==> src/rtl/mul_share_arbiter.sv <==
// -----------------------------------------------------------------------------
// mul_share_arbiter
//   Lets NUM_REQ client blocks take turns on one sequential signed multiplier.
//   Round-robin arbitration, valid/ready handshakes on the request and
//   response sides. The arbiter drives the multiplier's load/reset line, holds
//   its operands stable for the whole run and captures the product.
//
// Ports
//   clk, rst    rising-edge clock, asynchronous active-high reset
//   req_valid   per-requester request valid
//   req_ready   one-hot accept pulse to the granted requester (combinational)
//   req_a/req_x packed signed operands, slice i belongs to requester i
//   rsp_valid   result valid (held until rsp_ready)
//   rsp_ready   result consumer ready
//   rsp_id      index of the requester owning the result
//   rsp_p       signed product
//   mul_rst     multiplier reset/load (high loads operands)
//   mul_a/mul_x operands to the multiplier
//   mul_p       multiplier product
//   busy        high whenever a transaction is in flight
// -----------------------------------------------------------------------------
module mul_share_arbiter #(
    parameter int NUM_REQ    = 4,
    parameter int WIDTH      = 32,
    parameter int MUL_CYCLES = 32
) (
    input  logic                       clk,
    input  logic                       rst,
    input  logic [NUM_REQ-1:0]         req_valid,
    output logic [NUM_REQ-1:0]         req_ready,
    input  logic [NUM_REQ*WIDTH-1:0]   req_a,
    input  logic [NUM_REQ*WIDTH-1:0]   req_x,
    output logic                       rsp_valid,
    input  logic                       rsp_ready,
    output logic [$clog2(NUM_REQ)-1:0] rsp_id,
    output logic [2*WIDTH-1:0]         rsp_p,
    output logic                       mul_rst,
    output logic [WIDTH-1:0]           mul_a,
    output logic [WIDTH-1:0]           mul_x,
    input  logic [2*WIDTH-1:0]         mul_p,
    output logic                       busy
);

    localparam int IDW = $clog2(NUM_REQ);
    localparam int CW  = (MUL_CYCLES > 1) ? $clog2(MUL_CYCLES) : 1;

    typedef enum logic [1:0] {
        S_IDLE,
        S_LOAD,
        S_RUN,
        S_DONE
    } state_t;

    state_t         state, state_nxt;
    logic [IDW-1:0] ptr;      // last granted requester
    logic [IDW-1:0] gid;      // requester owning the current transaction
    logic [IDW-1:0] grant;
    logic [IDW-1:0] cand;
    logic           found;
    logic [CW-1:0]  cnt;

    // Round-robin search: first valid index starting just after the last grant.
    // NOTE: every signal written in a combinational block gets a default first,
    // so no path leaves it unassigned and no latch is inferred.
    always_comb begin
        found = 1'b0;
        grant = '0;
        cand  = '0;
        for (int k = 1; k <= NUM_REQ; k++) begin
            cand = IDW'((int'(ptr) + k) % NUM_REQ);
            if (!found && req_valid[cand]) begin
                found = 1'b1;
                grant = cand;
            end
        end
    end

    always_comb begin
        state_nxt = state;
        req_ready = '0;
        unique case (state)
            S_IDLE: begin
                // Gated by rst so the accept pulse is silent while reset is held.
                if (found && !rst) begin
                    req_ready[grant] = 1'b1;
                    state_nxt        = S_LOAD;
                end
            end
            S_LOAD: state_nxt = S_RUN;
            S_RUN:  if (cnt == '0) state_nxt = S_DONE;
            S_DONE: if (rsp_ready) state_nxt = S_IDLE;
            default: state_nxt = S_IDLE;
        endcase
    end

    // The multiplier iterates only in RUN; everywhere else it is held loaded.
    assign mul_rst   = (state != S_RUN);
    assign rsp_valid = (state == S_DONE);
    assign busy      = (state != S_IDLE);

    // NOTE: sequential state uses non-blocking assignments so every register
    // samples the pre-edge values of the others, independent of statement order.
    always_ff @(posedge clk or posedge rst) begin
        if (rst) begin
            state  <= S_IDLE;
            ptr    <= IDW'(NUM_REQ - 1);
            gid    <= '0;
            cnt    <= '0;
            mul_a  <= '0;
            mul_x  <= '0;
            rsp_p  <= '0;
            rsp_id <= '0;
        end else begin
            state <= state_nxt;
            unique case (state)
                S_IDLE: begin
                    if (found) begin
                        mul_a <= req_a[grant*WIDTH +: WIDTH];
                        mul_x <= req_x[grant*WIDTH +: WIDTH];
                        gid   <= grant;
                        ptr   <= grant;
                    end
                end
                S_LOAD: cnt <= CW'(MUL_CYCLES - 1);
                S_RUN: begin
                    if (cnt == '0) begin
                        rsp_p  <= mul_p;
                        rsp_id <= gid;
                    end else begin
                        cnt <= cnt - 1'b1;
                    end
                end
                default: ;
            endcase
        end
    end

endmodule
==> config.mk <==
export PLATFORM = sky130hd
export DESIGN_NAME = mul_share_arbiter
export DESIGN_NICKNAME = d
export VERILOG_FILES = /design/src/rtl/mul_share_arbiter.sv
export SDC_FILE = /design/constraint.sdc
export NUM_CORES = 1
export LEC_CHECK = 0
export CAP_MARGIN = 30
export CORE_AREA = 2 2 179 181
export DETAILED_ROUTE_END_ITERATION = 8
export DIE_AREA = 0 0 181 183
export RECOVER_POWER = 100
export SETUP_SLACK_MARGIN = 0.05
export SKIP_LAST_GASP = 1
export SLEW_MARGIN = 20
export SYNTH_ARGS = -nofsm -noshare
export SYNTH_HDL_FRONTEND = slang
export SYNTH_SLANG_ARGS = --single-unit
==> constraint.sdc <==
create_clock -name clk -period 6.85 [get_ports clk]
set_clock_uncertainty 0.2 [all_clocks]
set_input_delay 1.37 -clock clk [delete_from_list [all_inputs] [get_ports clk]]
set_output_delay 1.37 -clock clk [all_outputs]
set_load 0.1 [all_outputs]
# ---- Yosys cells after proc, flatten, opt, wreduce, memory -nomap -nowiden
# Index checks and enable logic that the tools add are counted.
dict set report op_classes {
  n_addsub 5
  n_reduce_logical 17
  n_mux 26
  shift 2
  n_lt_le_gt_ge 6
  n_eq_ne 8
}
# op n
set op_table {}
lappend op_table {{variable part select 128 x 8 -> 32 bit} 2}
lappend op_table {{< comparator 2 x 3 -> 1 bit, second input constant} 5}
lappend op_table {{two-way mux 2 bit} 7}
lappend op_table {{case mux 5 bit (2 select lines)} 1}
lappend op_table {{two-way mux 1 bit} 9}
lappend op_table {{binary-select mux 1 bit (select 2 bit)} 4}
lappend op_table {{two-way mux 4 bit} 2}
lappend op_table {{!= test 2 bit, second input constant} 4}
lappend op_table {{case mux 2 bit (4 select lines)} 1}
lappend op_table {{AND reduction 2 bit} 3}
lappend op_table {{logical AND 1 bit} 5}
lappend op_table {{logical NOT 5 bit} 1}
lappend op_table {{two-way mux 5 bit} 1}
lappend op_table {{subtractor 5 x 1 -> 5 bit, second input constant} 1}
lappend op_table {{adder 2 x 1 -> 2 bit, second input constant} 2}
lappend op_table {{adder 2 bit, second input constant} 2}
lappend op_table {{equality test 2 bit, second input constant} 2}
lappend op_table {{logical NOT 1 bit} 4}
lappend op_table {{nonzero test 2 bit} 2}
lappend op_table {{AND reduction 3 bit} 1}
lappend op_table {{demux 1 bit (select 2 bit)} 1}
lappend op_table {{equality test 2 x 1 -> 1 bit, second input constant} 1}
lappend op_table {{greater-or-equal comparator 2 x 1 -> 1 bit, second input constant} 1}
lappend op_table {{logical NOT 2 bit} 1}
lappend op_table {{!= test 2 x 1 -> 1 bit, second input constant} 1}
dict set report word_totals {
  register_bits 141
  inputBits 327
  output_inout_bits 137
  wordCells 72
}

# ---- Logic depth before layout (Yosys ltp)
dict set report logic_depth {
  word_depth 19
  mapped_depth 9
  depth_no_buf 7
}

# ---- Least setup slack after synthesis
# Ideal clock, no wire load.
dict set report synth_path {
  path_type {in2out}
  from {input port rst}
  to {output port req_ready[0]}
  path_buffers 0
  required_ps 5280
  arrival_time_ps 5457
  path_stages 2
  slack_ps -177
  cell_sequence {inv_1 -> and3_1}
}
dict set report synth_via {
  elab_chain_cells 4
}
# element line
set synth_lines {}
lappend synth_lines {{start, declared} 28} ;# input logic rst,
lappend synth_lines {{logical NOT 1 bit (no line)} n/a}
lappend synth_lines {{logical AND 1 bit} 84} ;# if (found && !rst) begin
lappend synth_lines {{two-way mux 4 bit} 84}
lappend synth_lines {{two-way mux 4 bit} 81} ;# unique case (state)
lappend synth_lines {{end, declared} 30} ;# output logic [NUM_REQ-1:0] req_ready,
# Every way passes these cells.

# ---- Final worst setup path
dict set report layout_path {
  from {input port req_valid[0]}
  to {output port req_ready[2]}
}
dict set report layout_via {
  elab_chain_cells 18
  word_cells_on_any_way 30
  cone_classes {2 x order compare; 20 x mux; 8 x reduce/logical}
}
# element line
set layout_lines {}
lappend layout_lines {{start, declared} 29} ;# input logic [NUM_REQ-1:0] req_valid,
lappend layout_lines {{binary-select mux 1 bit (select 2 bit)} 71} ;# if (!found && req_valid[cand]) begin
lappend layout_lines {{two-way mux 1 bit (implied by the code)} 71}
lappend layout_lines {{two-way mux 1 bit} 71}
lappend layout_lines {{logical NOT 1 bit} 71}
lappend layout_lines {{logical AND 1 bit} 71}
lappend layout_lines {{two-way mux 1 bit} 71}
lappend layout_lines {{logical NOT 1 bit} 71}
lappend layout_lines {{logical AND 1 bit} 71}
lappend layout_lines {{[... 2 more ...]} n/a}
lappend layout_lines {{logical AND 1 bit} 71}
lappend layout_lines {{two-way mux 2 bit} 71}
lappend layout_lines {{< comparator 2 x 3 -> 1 bit (implied by the code) / greater-or-equal comparator 2 x 1 -> 1 bit (equally long branches)} 85} ;# req_ready[grant] = 1'b1;
lappend layout_lines {{logical AND 1 bit (implied by the code)} 85}
lappend layout_lines {{two-way mux 1 bit (implied by the code)} 85}
lappend layout_lines {{demux 1 bit (select 2 bit)} 85}
lappend layout_lines {{two-way mux 4 bit (*)} 84}
lappend layout_lines {{two-way mux 4 bit (*)} 81}
# Every way passes the cells marked *; elsewhere a longest branch is shown, timed or not. The select of a mux whose other input is x is not followed.

==> impl_results.md <==
* Yosys reg bits at 141
* Die width at 181 um
* Violated checks: max-capacitance violations, max-slew violations
* Min Tclk post-route at 5.54 ns
* Vias in the first global route at 7,500
* Sw Share at 56.3%
* # fillers at 3,063
* Die area at 0.0331 mm2
* CP max FO at 17
* Ys flop type: dfrtp_1
* RSZ-0062 raised after global routing: no
* NetSw at 0.00366 W
* Post-synth net total at 996
* Max Freq at 0.181 GHz
* Max-slew violations at 254
* CTS Sinks at 141
* Total GRT Usage at 17.3%
* Area growth syn-to-layout at 79.1%
* Io pins at 464
* Routability cong. at 0.792
* Commonest non-fill, non-tap cell in the layout: clkdlybuf4s50_1
* Input/output buffers at 463
* Final Cycle Share at 80.9%
* Max_cap viols at 6
* PD cells at 507 mW/mm2
* Worst hold path class: register to register
* H-Tree Level Count at 4
* Die height at 183 um
* Worst slew margin at -71.8%
* Starting Density at 22.9%
* CP cell instances: dlygate4sd3_1, or2_2, nor3_1, nor2_4, and3_1, clkbuf_1
* Worst Tran Pin Value at 2.58 ns
* Critical Path Sink Type: output pin
* Avg Inst Size Synth at 10.8 um2
* Final Hold Vio Count at 0
* Nets@finish at 1,438
* Leak at 4.98 nW
* Startpoint types: primary input
* Critical path class: primary input to output pin
* Via count at 7,065
* ANT nets after route at 0
* Final setup violation count at 0
* Hold Buf Count CTS at 0
* Clk pwr share at 15.7%
* Gr ovfl total at 0
* Fin cells at 1,522
* Cells after DPL at 1,489
* Root Buffer: clkbuf_16
* Setup_tns at 0 ns
* Core Area at 0.0312 mm2
* CP required at 5.28 ns
* Arrival @ worst endpoint at 3.97 ns
* Initial antenna violation count at 3
* Slowest stage cell, crit path: clkbuf_1
* Clock slew at reported path FFs at 0.06 ns
* Final WL at 28,900 um
* Seq pwr share at 20.4%
* CTS tree: built
* CTS Buf Count at 17
* Syn. warnings at 0
* Outcome: finished, violations left
* Setup bufs post-CTS at 0
* Internal power at 0.00284 W
* Layout cells sized above 1 at 13.2%
* EDFF count, synth at 0
* Buf/Inv on CP at 2
* Mapped cell area at 0.00715 mm2
* Final Util at 41.0%
* Routed vias/inst at 4.64
* Post-DP HPWL at 21,300 um
* Post-synth ARST share at 100%
* Iter 0 DRT Violations at 285
* Gate Count Post-Synth at 664
* Most frequent cells in the layout: 324 x clkdlybuf4s50_1, 139 x dfrtp_1, 135 x dlygate4sd3_1
* DRT Pass-1 Iters at 6
* Largest net degree at the start of global routing at 64
* Family with the most delay on the worst path: buffers and inverters
* DRC viols at 0
* Global-route wire length before repair at 44,000 um
* Distinct cell type count after synthesis at 36
* IR Drop Worst-Case VDD at 285 uV
* Max Buffers Root-to-Sink at 2
* Placement row count at 65
* WL per Instance at 19.0 um
* Sequential fraction of the synthesis area at 49.4%
* Critical Path Max Stage Delay at 0.86 ns
* Worst-Skew Late Latency at 0.42 ns
* Comb power frac at 63.9%
* # resized after CTS at 0
[cell type report]
type                            instances  area, um2  area share (%)
Antenna cell                            1       2.50          0.0195
Clock buffer                           20        457            3.57
Clock inverter                         12        184            1.44
Inverter                                8       31.3           0.244
Multi-Input combinational cell        461       3350            26.2
Sequential cell                       141       3530            27.6
Tap cell                              402        503            3.93
Timing Repair Buffer                  477       4750            37.1
[synthesized netlist by cell type, types with 2 or more instances]
cell	count	area share [%]
a21oi_1	70	4.9
ha_1	5	0.87
a221oi_1	64	7.8
mux2_2	93	15
nor2_1	73	3.8
or2_2	2	0.17
o21a_1	3	0.31
and3_1	4	0.35
dfstp_2	2	0.73
nand2_1	77	4.0
nand3_1	2	0.14
o211a_1	2	0.28
buf_2	15	1.0
o21ai_0	4	0.28
dfrtp_1	139	49
nand2b_1	4	0.35
buf_4	7	0.73
nor3_1	2	0.14
inv_1	8	0.42
nor4_1	2	0.17
o211ai_1	3	0.31
mux2_1	38	6.0
clkbuf_1	27	1.4
buf_6	5	0.79
nor2b_1	2	0.17
[final timing paths]
path	startpoint	endpoint	slack [ns]	cells past startpoint
setup / recovery	req_valid[0]	req_ready[2]	1.31	6
hold / removal	gid[1]	gid[1]	0.28	2
setup reg to reg	cnt[0]	rsp_p[12]	1.49	7
hold reg to reg	gid[1]	gid[1]	0.28	2
max in group asynchronous	rst	mul_a[31]	2.34	3
min in group asynchronous	rst	cnt[3]	1.31	2
[cells by family after synthesis]
kind of cell | Yosys count | share of synthesized area [%]
AND/OR/NAND/NOR | 170 | 9.62
AO/OA/AOI/OAI | 153 | 14.9
flip-flops | 141 | 49.4
multiplexers | 131 | 20.6
buffers and inverters | 62 | 4.41
adder cells (fa/ha/maj) | 5 | 0.875
XOR/XNOR | 2 | 0.245
[power by group through the flow]
stage / clock (W) / combinational (W) / sequential [W]
global route: 0.00110 / 0.00436 / 0.00137
floorplan: 0 / 0.00111 / 0.00332
global placement: 0 / 0.00422 / 0.00134
CTS: 0.00106 / 0.00429 / 0.00135
finish: 0.00102 / 0.00415 / 0.00133
detailed placement: 0 / 0.00429 / 0.00135
[state kept, by name, indices dropped and copies added, names as in the netlist]
name and count:
state 2, mul_a 32, mul_x 32, rsp_id 2, gid 2, cnt 5
rsp_p 64, ptr 2
[through the flow]
step	worst slack, ns	area (um2)	hold slack (ns)	power, W
final	1.31	12800	0.282	0.00650
after global routing	0.960	12800	0.307	0.00683
after CTS	1.88	12800	0.285	0.00670
after detailed placement	1.90	12200	0.271	0.00564
after global placement	1.62	12100	0.262	0.00556
after floorplan	0.513	7160	0.244	0.00443
[worst register-to-register path, delay by kind of cell (launching register included)]
kind	cells	cell delay [ns]
mux	1	0.50
buf+inv	2	1.79
simple gates	3	2.20
flops	1	0.38
fa+ha+maj	1	0.17
[metal layers]
layer	share of wire, %	GRT usage [%]	up-vias
met2	50	30.3	309
li1	-	-	3306
met1	41	20.6	3416
met3	7.3	4.88	32
met4	2.2	5.66	2
met5	0.045	0	-
Power figures use the tool's default switching activity.
